`src/rtl/cpu_pkg.sv`:
```
// Shared CPU types and architectural constants used by fetch, the branch unit and the PC.
package cpu_pkg;

    localparam int ADDR_W      = 32;
    localparam int INSTR_BYTES = 4;

    typedef logic [ADDR_W-1:0] addr_t;

    localparam addr_t RESET_VECTOR = 32'h0000_0000;

endpackage

```
`src/rtl/pc_incrementer.sv`:
```
// Sequential-address adder: pc + STEP, wrapping modulo 2^N with the carry-out dropped.
module pc_incrementer #(
    parameter int N    = cpu_pkg::ADDR_W,
    parameter int STEP = cpu_pkg::INSTR_BYTES
) (
    input  logic [N-1:0] pc,
    output logic [N-1:0] pc_next
);

    assign pc_next = pc + N'(STEP);

endmodule

```
`src/rtl/program_counter.sv`:
```
// Architectural PC register: captures pc_in every edge, exposes the fetch address,
// the sequential address, an alignment flag and a post-reset validity flag.
module program_counter #(
    parameter int             N            = cpu_pkg::ADDR_W,
    parameter logic [N-1:0]   RESET_VECTOR = N'(cpu_pkg::RESET_VECTOR),
    parameter int             INSTR_BYTES  = cpu_pkg::INSTR_BYTES
) (
    input  logic         clk,
    input  logic         reset,
    input  logic [N-1:0] pc_in,
    output logic [N-1:0] pc_out,
    output logic [N-1:0] pc_plus4,
    output logic         misaligned,
    output logic         pc_valid
);

    // Low bits that must be zero for an instruction-aligned fetch address.
    localparam logic [N-1:0] ALIGN_MASK = N'(INSTR_BYTES - 1);

    // Active-low reset overrides the clock; pc_in is stored verbatim otherwise.
    always_ff @(posedge clk or negedge reset) begin
        if (!reset) begin
            pc_out   <= RESET_VECTOR;
            pc_valid <= 1'b0;
        end else begin
            pc_out   <= pc_in;
            pc_valid <= 1'b1;
        end
    end

    pc_incrementer #(
        .N    (N),
        .STEP (INSTR_BYTES)
    ) u_pc_incrementer (
        .pc      (pc_out),
        .pc_next (pc_plus4)
    );

    // Status only: trapping on a misaligned fetch is handled upstream.
    assign misaligned = (pc_out & ALIGN_MASK) != '0;

`ifndef SYNTHESIS
    generate
        if (N < 3 || INSTR_BYTES < 1 || (INSTR_BYTES & (INSTR_BYTES - 1)) != 0) begin : g_bad_params
            $error("program_counter: N must be >= 3 and INSTR_BYTES a power of two");
        end
    endgenerate

    a_reset_vector: assert property (@(posedge clk) !reset |-> pc_out == RESET_VECTOR);

    a_capture: assert property (@(posedge clk) disable iff (!reset)
        pc_valid |-> pc_out == $past(pc_in));
`endif

endmodule

```
`config.mk`:
```
export PLATFORM = sky130hd
export DESIGN_NAME = program_counter
export DESIGN_NICKNAME = d
export VERILOG_FILES = /design/src/rtl/cpu_pkg.sv /design/src/rtl/pc_incrementer.sv /design/src/rtl/program_counter.sv
export SDC_FILE = /design/constraint.sdc
export NUM_CORES = 1
export LEC_CHECK = 0
export ABC_AREA = 1
export CAP_MARGIN = 20
export CORE_MARGIN = 1
export CORE_UTILIZATION = 41
export CTS_CLUSTER_DIAMETER = 50
export DETAILED_ROUTE_END_ITERATION = 12
export PLACE_DENSITY_LB_ADDON = 0.25
export REMOVE_ABC_BUFFERS = 1
export SYNTH_ARGS = -nofsm -noshare
export SYNTH_HDL_FRONTEND = slang
export SYNTH_SLANG_ARGS = --single-unit
```
`constraint.sdc`:
```
create_clock -name clk -period 2.1 [get_ports clk]
set_input_delay 0.21 -clock clk [delete_from_list [all_inputs] [get_ports clk]]
set_output_delay 0.21 -clock clk [all_outputs]
set_load 0.05 [all_outputs]
```
==> impl_results.md, run 1 <==
- #FFs+latches synth: 33
- CTS Root Buffer Type: clkbuf_8
- CP startpoint kind: register
- Area growth syn-to-layout: 78.4%
- Clock buffer depth: 2
- Vias in the first global route: 1720
- Clock Power Share: 27.4%
- Fin crit share: 96.5%
- Cell-internal power: 1.17 mW
- Drt wl/cell: 13.5 um
- Post-route insts no fill: 364
- Endpoints failing setup: 0
- Site Rows: 23
- RSZ-0062 raised after global routing: true
- First-pass GRT wire length: 7860 um
- Total die area: 4530 sq um
- Peak Freq: 494 MHz
- GR Util met1: 26.2%
- M2 GR Usage: 41.6%
- Count of input and output buffers: 99
- Slew Limit Headroom: 50.8%
- Synth Area in Simple Gates: 39.6%
- Share of layout cells above drive strength 1: 18.8%
- Worst Path Max Fanout: 3
- CTS H-tree lvls: 2
- Slew Viols, Final: 0
- Leak: 1.43 nW
- Yosys Warn Count: 0
- Min Tclk post-route: 2.03 ns
- GR Util met3: 8.11%
- Hold Crit Class: in -> async
- DR pass1 iterations: 4
- Reg clk slew, reported paths: 0.07 ns
- Maximum VDD drop: 0.468 mV
- TritonCTS sink count: 33
- Core footprint: 4060 sq um
- Post-Syn Area: 1750 sq um
- Post-Synth XOR/XNOR Area: 7.94%
- Syn Area/Cell: 8.37 sq um
- Multiplexer share of the synthesized area: 0%
- MaxCap Viol Count: 0
- DRC: 0
- CTS tree: yes
- Routability cong.: 0.835
- Unique cell type count in the Yosys netlist: 20
- Global route overflow: 0
- Hold_ws: -0.0210 ns
- Drt total wl: 4930 um
- 1st-iter DRT viols: 52
- Die extent in y: 67.3 um
- Crit path DAT: 1.82 ns
- PD cells: 579 nW/um^2
- CP required: 1.89 ns
- Die width: 67.3 um
- Switch Pwr: 0.639 mW
- Total GRT Usage: 23.9%
- Failing checks: hold timing
- Final Hold Fails: 33
- Initial core utilization: 43.1%
- Fin nets: 349
- Via count: 1723
- Mapped Cells: 209
- Seq pwr share: 39.5%
- Logic pwr share: 33.2%
- Largest family of logic cells by synthesized area: simple AND/OR/NAND/NOR gates
- Synth Area in Adders: 0.715%
- Via density per instance: 4.73
- Placed Cells: 356
- Seq/Total Area, Yosys: 47.2%
- Largest net degree at the start of global routing: 34
- DP HPWL: 4030 um
- Worst Tran Pin Value: 0.739 ns
- Compound-Gate Fraction of Synth Area: 0.286%
- Critical path class: reg -> out
- Diode count: 0
- Antenna Nets Post-Route: 0
- GR peak layer: met2
- Sw Share: 35.3%
- Num CTS Buffers: 5
- I/O pin total: 100
- Worst setup EP type: output port
- Initial antenna violation count: 0
- Status: complete, but fails checks
==> placed cells by master, fill, tap and decap left out <==
| cell type | count |
|---|---|
| nor2_4 | 7 |
| clkbuf_8 | 6 |
| clkinvlp_4 | 1 |
| nor2_8 | 2 |
| o21ai_0 | 1 |
| xnor2_1 | 5 |
| buf_4 | 6 |
| buf_2 | 1 |
| clkdlybuf4s50_1 | 70 |
| nand3_1 | 6 |
| nand3b_1 | 8 |
| and2_1 | 3 |
| inv_1 | 15 |
| nand2_2 | 3 |
| dfrtp_1 | 33 |
| buf_12 | 23 |
| xor2_1 | 7 |
| ha_2 | 1 |
| nand2_4 | 3 |
| or2_2 | 1 |
| nor2_1 | 29 |
| nor2_2 | 2 |
| xor2_2 | 3 |
| nand2_1 | 77 |
| conb_1 | 1 |
==> registers in the layout, indices dropped and copies added (netlist names) <==
signal,count
pc_valid,1
pc_out,32
==> power by group through the flow <==
stage / Clock, mW / Combinational (mW) / Sequential [mW]
floorplan: 0 / 0.196 / 0.836
CTS: 0.509 / 0.602 / 0.711
global route: 0.534 / 0.626 / 0.718
finish: 0.495 / 0.600 / 0.713
global placement: 0 / 0.594 / 0.721
detailed placement: 0 / 0.601 / 0.723
==> critical path: stages, from the launching register on <==
cell and delay, ns:
dfrtp_1 0.41, ha_2 0.32, clkdlybuf4s50_1 0.79
==> final cells by class <==
| class | instances | area [sq um] |
|---|---|---|
| repair buffers | 100 | 1210 |
| inverters | 15 | 56.3 |
| multi-input cells | 159 | 875 |
| flip-flops and latches | 33 | 826 |
| well taps | 50 | 62.6 |
| clock inverters | 1 | 7.51 |
| fillers | 277 | 937 |
| clock buffers | 6 | 82.6 |
==> Yosys cell counts (all sizes together) <==
library cell   n  share of area (%)
nand2         83                 20
nor2          40                 13
dfrtp         33                 47
inv           15                3.2
xor2          10                5.4
nand3b         8                3.4
nand3          6                1.7
xnor2          5                2.5
and2           3                1.1
buf            2               0.86
conb           1               0.21
ha             1               0.72
o21ai          1               0.29
or2            1               0.36
==> per-layer routing <==
metal | wire (um) | part of all wire (%)
met2 | 2530 | 51
met3 | 396 | 8.0
met1 | 1890 | 38
met5 | 0 | 0
met4 | 106 | 2.2
==> worst paths after layout <==
path	startpoint	endpoint	slack (ns)
min in group clk	pc_in[11]	pc_out[11]	0.35
max in group asynchronous	reset	pc_out[29]	1.64
min	reset	pc_out[23]	-0.02
max	pc_out[3]	pc_plus4[3]	0.07
==> repair_timing <==
item / 4_1_cts / 5_1_grt
buffers inserted: 0 / 1
hold buffers: 0 / 0
resized for setup: 0 / 4
endpoints found under the setup margin: 0 / 7
==> logic make-up (layout without fill, tap and decap cells) <==
kind of cell / after synthesis / in the layout
AO/OA/AOI/OAI: 1 / 1
XOR/XNOR: 15 / 15
adder cells (fa/ha/maj): 1 / 1
buffers and inverters: 17 / 122
flip-flops: 33 / 33
other: 1 / 1
AND/OR/NAND/NOR: 141 / 141
==> through the flow <==
stage | setup slack (ns) | TNS (ns) | util, % | power [mW] | instance area (sq um)
finish | 0.0743 | 0 | 76.9 | 1.81 | 3120
global route | -0.0173 | -0.0257 | 76.9 | 1.88 | 3120
CTS | 0.00970 | 0 | 76.2 | 1.82 | 3090
detailed placement | 0.350 | 0 | 73.9 | 1.32 | 3000
global placement | 0.404 | 0 | 73.9 | 1.31 | 3000
floorplan | -0.387 | -3.82 | - | 1.03 | 1730
Power figures use the tool's default switching activity.
==> run 2: changes to the inputs <==
CELL_PAD_IN_SITES_DETAIL_PLACEMENT = 0   (was unset)
CELL_PAD_IN_SITES_GLOBAL_PLACEMENT = 1   (was unset)
CORE_UTILIZATION = 28   (was 41)
==> run 2 against run 1 <==
  * The run still ends with hold timing left
  * Cell count increased by 6.9%
  * Routed wire length is 1.6% higher
  * Utilization is 23 points lower
  * Non-clock buffer count shrank 1
  * Die area rose by 45%
  * Sequential cell count unchanged
  * Worst hold slack improved by 0.0052 ns
  * Critical path type unchanged
  * Largest cell class unchanged
  * Largest power group unchanged
  * Highest routed layer unchanged
==> impl_results.md, run 2 (synthesis gave the netlist of run 1 again) <==
- Site Rows: 28 (+22%)
- 1st-iter DRT viols: 40 (-23%)
- I/O pin total: 100 (unchanged)
- Routability cong.: 0.765 (-8.4%)
- Share of layout cells above drive strength 1: 19.7% (+0.96 points)
- Worst Path Max Fanout: 3 (unchanged)
- Worst setup EP type: output port
- Biggest regs: pc_out: 32 flops, pc_valid: 1 flops
- Crit path DAT: 1.82 ns (about the same)
- Reg clk slew, reported paths: 0.07 ns (about the same)
- Via count: 1656 (-3.9%)
- DRC: 0 (unchanged)
- Hold_buf cts: 0 (unchanged)
- Via density per instance: 4.26 (-10%)
- CP required: 1.89 ns (about the same)
- DP Worst Slack: 0.378 ns (+0.0275 ns)
- RSZ-0062 raised after global routing: false
- Fin crit share: 96.6% (about the same)
- CTS tree: yes
- Drt wl/cell: 12.9 um (-4.9%)
- Die width: 81.0 um (+20%)
- Min Tclk post-route: 2.03 ns (+0.00203 ns)
- Antenna Nets Post-Route: 0 (unchanged)
- Total setup buffers inserted after CTS: 0 (unchanged)
- Largest Register: pc_out
- Num CTS Buffers: 5 (unchanged)
- First-pass GRT wire length: 8190 um (+4.2%)
- Peak Freq: 493 MHz (about the same)
- DP HPWL: 4100 um (+1.7%)
- Hold_ws: -0.0158 ns (+0.00522 ns)
- Resize count post-CTS: 0 (unchanged)
- Drt total wl: 5010 um (+1.6%)
- PD cells: 609 nW/um^2 (+5.1%)
- Overall power: 1.95 mW (+7.9%)
- Total die area: 6570 sq um (+45%)
- Vias in the first global route: 1722 (+0.12%)
- Area growth syn-to-layout: 83.2%
- Fin nets: 348 (-0.29%)
- Clock buffer depth: 2 (unchanged)
- DR pass1 iterations: 4 (unchanged)
- Largest net degree at the start of global routing: 34 (unchanged)
- Diode count: 0 (unchanged)
- Worst Tran Pin Value: 0.741 ns (+0.00225 ns)
- Endpoints failing setup: 0 (unchanged)
- Initial antenna violation count: 0 (unchanged)
- Max reg flops: 32 (unchanged)
- Finished Core Util: 53.5% (-23 points)
- Maximum VDD drop: 0.374 mV (-20%)
- Global route overflow: 0 (unchanged)
- Core footprint: 5990 sq um (+48%)
- MaxCap Viol Count: 0 (unchanged)
- Total GRT Usage: 17.0% (-6.9 points)
- Count of input and output buffers: 99 (unchanged)
- Leak: 1.45 nW (+1.1%)
- Final Worst Setup Slack: 0.0723 ns (-0.00203 ns)
- Commonest non-fill, non-tap cell in the layout: nand2_1
- Failing checks: hold timing
- Initial core utilization: 29.2% (-14 points)
- Status: complete, but fails checks
- CTS H-tree lvls: 2 (unchanged)
- Final Hold Fails: 33 (unchanged)
- CTS Root Buffer Type: clkbuf_8
- Post-route insts no fill: 389 (+6.9%)
- Hold Crit Class: in -> async
- CP startpoint kind: register
- Slew Viols, Final: 0 (unchanged)
- Die extent in y: 81.0 um (+20%)
- Placed Cells: 381 (+7.0%)
- TritonCTS sink count: 33 (unchanged)
- Critical path class: reg -> out
- Slew Limit Headroom: 50.6% (-0.15 points)
- Commonest non-fill, non-tap cells in the layout: nand2_1, clkdlybuf4s50_1, dfrtp_1
[run 2: cell count changes in the layout (fill, tap and decap cells not counted)]
| cell | change |
|---|---|
| buf_12 | +1 |
| buf_4 | -2 |
| bufinv_16 | +1 |
| nor2_1 | -1 |
| nor2_2 | +1 |
| xor2_1 | -2 |
| xor2_2 | +2 |
[run 2: worst paths after layout]
kind / cells after the start / slack, ns / to / start
hold / removal: 1 / -0.02 / pc_out[2] / reset
max in group asynchronous: 1 / 1.65 / pc_out[29] / reset
setup / recovery: 2 / 0.07 / pc_plus4[3] / pc_out[3]
min in group clk: 1 / 0.36 / pc_out[2] / pc_in[2]
[run 2: worst max-delay path, cell delays in order, from the launching register on]
cell	delay, ns
dfrtp_1	0.41
ha_2	0.33
clkdlybuf4s50_1	0.80
[run 2: stage by stage]
stage	setup TNS [ns]	area (sq um)	hold slack, ns
finish	0	3200	-0.0158
global route	0	3200	0.0476
CTS	0	3160	0.0116
detailed placement	0	3040	0.327
global placement	0	3040	0.311
floorplan	-3.82	1730	-0.0856
[run 2: layer usage]
layer | wire length (um) | GRT usage [%] | vias to the layer above
met5 | 0 | 0 | -
met3 | 344 | 5.17 | 8
met2 | 2380 | 27.6 | 59
li1 | - | - | 834
met4 | 93 | 7.50 | 0
met1 | 2190 | 20.5 | 755
[run 2: power breakdown]
part | total (mW) | leakage (nW) | switching, mW | internal [mW]
combinational | 0.603 | 1.01 | 0.358 | 0.244
clock | 0.633 | 0.0574 | 0.247 | 0.386
sequential | 0.714 | 0.385 | 0.0469 | 0.668
[run 2: cell type report]
| class | count | area [sq um] |
|---|---|---|
| clock inverters | 2 | 37.5 |
| inverters | 15 | 56.3 |
| flip-flops and latches | 33 | 826 |
| repair buffers | 99 | 1220 |
| fillers | 558 | 2790 |
| multi-input cells | 159 | 892 |
| well taps | 75 | 93.8 |
| clock buffers | 6 | 82.6 |
